$ cat config.mk
export PLATFORM = sky130hd
export DESIGN_NAME = dsp_issue_ctrl
export DESIGN_NICKNAME = d
export VERILOG_FILES = /design/src/rtl/dsp_issue_ctrl.sv
export SDC_FILE = /design/constraint.sdc
export NUM_CORES = 1
export LEC_CHECK = 0
export CAP_MARGIN = 20
export CELL_PAD_IN_SITES_DETAIL_PLACEMENT = 2
export CELL_PAD_IN_SITES_GLOBAL_PLACEMENT = 2
export CORE_MARGIN = 2
export CORE_UTILIZATION = 23
export DETAILED_ROUTE_END_ITERATION = 7
export PLACE_DENSITY_LB_ADDON = 0.1
export SYNTH_ARGS = -nofsm -noshare
export SYNTH_HDL_FRONTEND = slang
export SYNTH_SLANG_ARGS = --single-unit
export TNS_END_PERCENT = 20
$ cat constraint.sdc
create_clock -name clk -period 2.06 [get_ports clk]
set_input_delay 0.206 -clock clk [delete_from_list [all_inputs] [get_ports clk]]
set_output_delay 0.206 -clock clk [all_outputs]
set_load 0.005 [all_outputs]
$ cat src/rtl/dsp_issue_ctrl.sv
// Issue stage for DSP_top: paces requests by mode-dependent II, drains before mode/mac changes,
// returns results at fixed latency. Optional macro DSP_ISSUE_SIGN_EXT_EN formats narrow-mode operands.
module dsp_issue_ctrl #(
  parameter int N       = 32,
  parameter int M       = 32,
  parameter int PIPES   = 2,
  parameter int RES_LAT = 3
) (
  input  logic             clk,
  input  logic             rst,
  input  logic             in_valid,
  output logic             in_ready,
  input  logic [1:0]       in_mode,
  input  logic             in_mac,
  input  logic [1:0]       in_shift,
  input  logic [N-1:0]     in_a,
  input  logic [M-1:0]     in_b,
  input  logic [N+M-1:0]   in_c,
  output logic             start,
  output logic [1:0]       mode,
  output logic             mac,
  output logic [1:0]       shift_amount,
  output logic             shift_dir,
  output logic [N-1:0]     aa,
  output logic [M-1:0]     bb,
  output logic [N+M-1:0]   cc,
  input  logic [N+M-1:0]   dsp_out,
  output logic             res_valid,
  output logic [N+M-1:0]   res_data,
  output logic [1:0]       res_mode,
  output logic             busy,
  output logic             err
);

  localparam int N2    = N / 2;
  localparam int DEPTH = 4 + RES_LAT;
  localparam int PW    = $clog2(DEPTH);
  localparam int IW    = $clog2(RES_LAT + 2);

  if (RES_LAT < 1 || PIPES < 1 || (N % 2) != 0 || (M % 2) != 0) begin : g_bad_params
    $error("dsp_issue_ctrl: illegal parameter combination");
  end

  logic [1:0]             hold_cnt;
  logic [IW-1:0]          inflight;
  logic [1:0]             last_mode;
  logic                   last_mac;
  logic [DEPTH-1:0]       vpipe;
  logic [DEPTH-1:0][1:0]  mpipe;
  logic                   drain;
  logic                   accept;
  logic                   legal;
  logic [1:0]             ii_m1;
  logic [PW-1:0]          ins_idx;
  logic [N-1:0]           a_fmt;
  logic [M-1:0]           b_fmt;

  assign shift_dir = 1'b1;
  assign legal     = (in_mode != 2'd3);

  // The op whose start is high this cycle is not yet in inflight, so it must also block a switch.
  assign drain    = in_valid && ((inflight != '0) || start) &&
                    ((in_mode != last_mode) || (in_mac != last_mac));
  assign in_ready = (hold_cnt == '0) && !drain && !rst;
  assign accept   = in_valid && in_ready;
  assign busy     = (inflight != '0) || (hold_cnt != '0);

  always_comb begin
    ii_m1 = 2'd0;
    case (in_mode)
      2'd1:    ii_m1 = 2'd1;
      2'd2:    ii_m1 = 2'd3;
      default: ii_m1 = 2'd0;
    endcase
  end

  // Result slot is LAT-1 stages up the shift pipe, so it reaches stage 0 LAT edges after acceptance.
  assign ins_idx = PW'(ii_m1) + PW'(RES_LAT);

  always_comb begin
    a_fmt = in_a;
    b_fmt = in_b;
`ifdef DSP_ISSUE_SIGN_EXT_EN
    if (in_mode == 2'd0 || in_mode == 2'd1) a_fmt[N-1:N2+1] = {(N-N2-1){in_a[N2]}};
    if (in_mode == 2'd0)                    b_fmt[M-1:N2+1] = {(M-N2-1){in_b[N2]}};
`endif
  end

  always_ff @(posedge clk) begin
    if (rst) begin
      start        <= 1'b0;
      mode         <= '0;
      mac          <= 1'b0;
      shift_amount <= '0;
      aa           <= '0;
      bb           <= '0;
      cc           <= '0;
      hold_cnt     <= '0;
      last_mode    <= '0;
      last_mac     <= 1'b0;
      err          <= 1'b0;
    end else begin
      start <= 1'b0;
      if (hold_cnt != '0) hold_cnt <= hold_cnt - 2'd1;
      if (accept) begin
        if (legal) begin
          start        <= 1'b1;
          mode         <= in_mode;
          mac          <= in_mac;
          shift_amount <= in_shift;
          aa           <= a_fmt;
          bb           <= b_fmt;
          cc           <= in_c;
          hold_cnt     <= ii_m1;
          last_mode    <= in_mode;
          last_mac     <= in_mac;
        end else begin
          err <= 1'b1;
        end
      end
    end
  end

  always_ff @(posedge clk) begin
    if (rst) begin
      vpipe     <= '0;
      mpipe     <= '0;
      res_valid <= 1'b0;
      res_data  <= '0;
      res_mode  <= '0;
      inflight  <= '0;
    end else begin
      vpipe <= {1'b0, vpipe[DEPTH-1:1]};
      mpipe <= {2'b00, mpipe[DEPTH-1:1]};
      if (accept && legal) begin
        vpipe[ins_idx] <= 1'b1;
        mpipe[ins_idx] <= in_mode;
      end
      res_valid <= vpipe[0];
      if (vpipe[0]) begin
        res_data <= dsp_out;
        res_mode <= mpipe[0];
      end
      if (start && !res_valid)      inflight <= inflight + IW'(1);
      else if (!start && res_valid) inflight <= inflight - IW'(1);
    end
  end

endmodule

==> impl_metrics.toml <==
[global_route]
track_usage = 0.178
antenna_found_initial = 1
grt_pass1_wl_um = 55500
grt-ovfl-total = 0
grt_pass1_vias = 9501
grt_max_degree = 194

[place]
gp_congestion = 0.701
port_buffers = 403
place_inst = 1809
place_ws_ns = -0.120
dp_hpwl_um = 24900

[cts]
htreeDepth = 1
clk_path_buf_depth = 3
postCtsHoldBufs = 0
tritoncts = "built"
cts-root-buf = "clkbuf_16"
cts-buffers-inserted = 28
cts_sinks = 228
clkTransAtPathRegs_ns = 0.06
clk_latency_ns = 0.55

[routing]
num_vias = 8882
avgViaCountPerCell = 4.77
drt-pass1-iter-count = 4
antenna_left = 0
avgRoutedWirePerCell_um = 19.9
first_iter_violations = 232
routed_wl_um = 37000
drc = 0

[logic_synthesis]
synthCells = 956
ys_seq_elements = 228
netlist_area_mm2 = 0.00874
synth_edf_count = 0
yosysMostFrequentCell = "dfxtp_1"
synth_warnings = 0
synthXorXnorAreaFrac = 0.00501
synth.largest_area_cell = "dfxtp_1"
synth-async-reset-ratio = 0
muxShareOfSynthArea = 0.0814
synth-simple-area-share = 0.150
synth_nets = 1162
synth_top_area_share = 0.522
synth-seq-area-share = 0.522
netlist_top_cells_count = "228 x dfxtp_1, 140 x a21oi_1, 138 x o21ai_0"
synth_top_family_by_area = "compound AO/OA/AOI/OAI gates"
syn_area_per_cell_um2 = 9.14
synth_flop_cell = "dfxtp_1"
synthAdderAreaFrac = 0.00945
synth_compound_area_frac = 0.175
synth_cell_type_count = 38
yosys-top-cells-area = "dfxtp_1 52%, nand4_1 9.5%, mux2i_1 8.1%"

[power_and_ir_drop]
p_int_mw = 8.64
finalPower_mw = 11.6
ir_drop_mv = 0.507
powerDensity_mw_per_mm2 = 790
p_leak_nw = 5.00
comb_power_share = 0.165
clkPwrFrac = 0.435
p_sw_mw = 2.98
swShare = 0.256
pwr-share-seq = 0.400

[status]
outcome = "completed"

[worst_setup_path]
critPathBufInv = 1
end_kind = "output port"
cp_top_family = "compound AO/OA/AOI/OAI gates"
cp.required_ns = 1.85
crit_path_max_fanout = 3
crit_chain = "o41a_1, o31a_4, nor2_1, buf_2"
critPathSlowestCell = "o41a_1"
max_stage_delay_ns = 0.48
worstSetupPathType = "flip-flop to output port"
critPathLaunchType = "flip-flop"
worstPathArrival_ns = 1.76

[timing]
timing.final.ws_setup_ns = 0.0980
clock_skew_ns = 0.0202
period_share = 0.952
rsz0062_at_grt = "false"
finalMaxSlewViolations = 0
finalSetupViolCount = 0
fin_crit_ns = 1.96
max-slew-margin-rel = 0.366
worstMarginPinSlew_ns = 0.950
finalHoldViolations = 0
fmax_mhz = 510
fin_hold_ws_ns = 0.198
finalSetupTns_ns = 0

[finish]
final_nets = 1535
synthToLayoutAreaGrowth_pct = 68.3
drive_gt1_frac = 0.0808
layoutNonFillerInstCount = 1861

[min_path]
hold_class = "primary input to flip-flop"

[floorplan]
initial_core_util = 0.232
core_mm2 = 0.0376
io_pins = 405
die_h_um = 199
rows = 71
die_area_mm2 = 0.0396
die_w_um = 199

[run]
maxCapViolCount = 0
kinds of logic (layout without fill, tap and decap cells):
kind of cell | count (synthesis) | count (layout)
AO/OA/AOI/OAI | 292 | 292
AND/OR/NAND/NOR | 237 | 237
flip-flops | 228 | 228
buffers and inverters | 116 | 509
multiplexers | 71 | 71
adder cells (fa/ha/maj) | 6 | 6
XOR/XNOR | 5 | 5
other | 1 | 2
worst register-to-register path, cell delays in order, from the launching register on:
cell	delay (ns)
dfxtp_1	0.33
o41a_1	0.48
o31a_4	0.15
buf_4	0.17
buf_12	0.17
o21ai_0	0.31
a21oi_1	0.11
layout by cell type, fill, tap and decap left out, types with 2 or more instances in the layout:
cell type,count
nor2b_1,7
nand3_1,2
xor2_1,5
nor2_1,74
clkbuf_1,3
nor2_2,2
dfxtp_1,227
inv_1,7
nand2_1,2
a41oi_1,3
a21oi_1,140
nand4_1,133
buf_4,18
o21ai_0,138
clkbuf_8,13
o2111ai_1,5
buf_12,31
clkdlybuf4s50_1,401
clkinv_2,3
clkbuf_16,28
nand2b_1,5
and3_1,3
mux2i_1,71
ha_1,5
what timing repair did:
item                                    CTS  global route
pin swaps                                 1             1
buffers inserted                          1             0
endpoints found under the setup margin    1             4
resized for setup                         4             1
state kept, by name, summed over array words and instances, names as in the netlist, 3 cells and up:
name	cells
cc	64
aa	32
res_data	64
vpipe	7
mpipe	14
inflight	3
bb	32
power by group through the flow:
stage / combinational [mW] / clock (mW) / sequential [mW]
floorplan: 0.673 / 0 / 4.75
detailed placement: 1.94 / 0 / 4.75
finish: 1.92 / 5.05 / 4.65
CTS: 1.95 / 5.24 / 4.65
global placement: 1.93 / 0 / 4.74
global route: 2.07 / 5.43 / 4.67
metal layers:
metal  GRT usage  share of wire  wire [um]
met1       0.212           0.42      15500
met2       0.294           0.46      17000
met3      0.0754           0.10       3770
met4      0.0453          0.021        768
met5           0              0          0
area by class of cell:
type	instances	area [um2]
Multi-Input combinational cell	612	3720
Clock buffer	44	891
Clock inverter	6	68.8
Inverter	7	26.3
Antenna cell	1	2.50
Sequential cell	228	4570
Timing Repair Buffer	452	4790
Tap cell	511	639
Fill cell	4065	22900
metrics by stage:
step	area (um2)	utilization
after floorplan	8740	-
after global placement	13700	0.365
after detailed placement	13700	0.365
after CTS	14700	0.391
after global routing	14700	0.391
final	14700	0.391
worst paths after layout:
kind,cells past startpoint,slack [ns],endpoint,from
worst max register to register,6,0.17,cc[36]$_SDFFE_PP0N_,start$_SDFF_PP0_
worst max-delay path,4,0.1,in_ready,start$_SDFF_PP0_
worst min register to register,1,0.44,vpipe[2]$_SDFF_PP0_,vpipe[3]$_SDFF_PP0_
worst min-delay path,3,0.20,hold_cnt[0]$_SDFF_PP0_,rst
(Power assumes the default switching activity.)
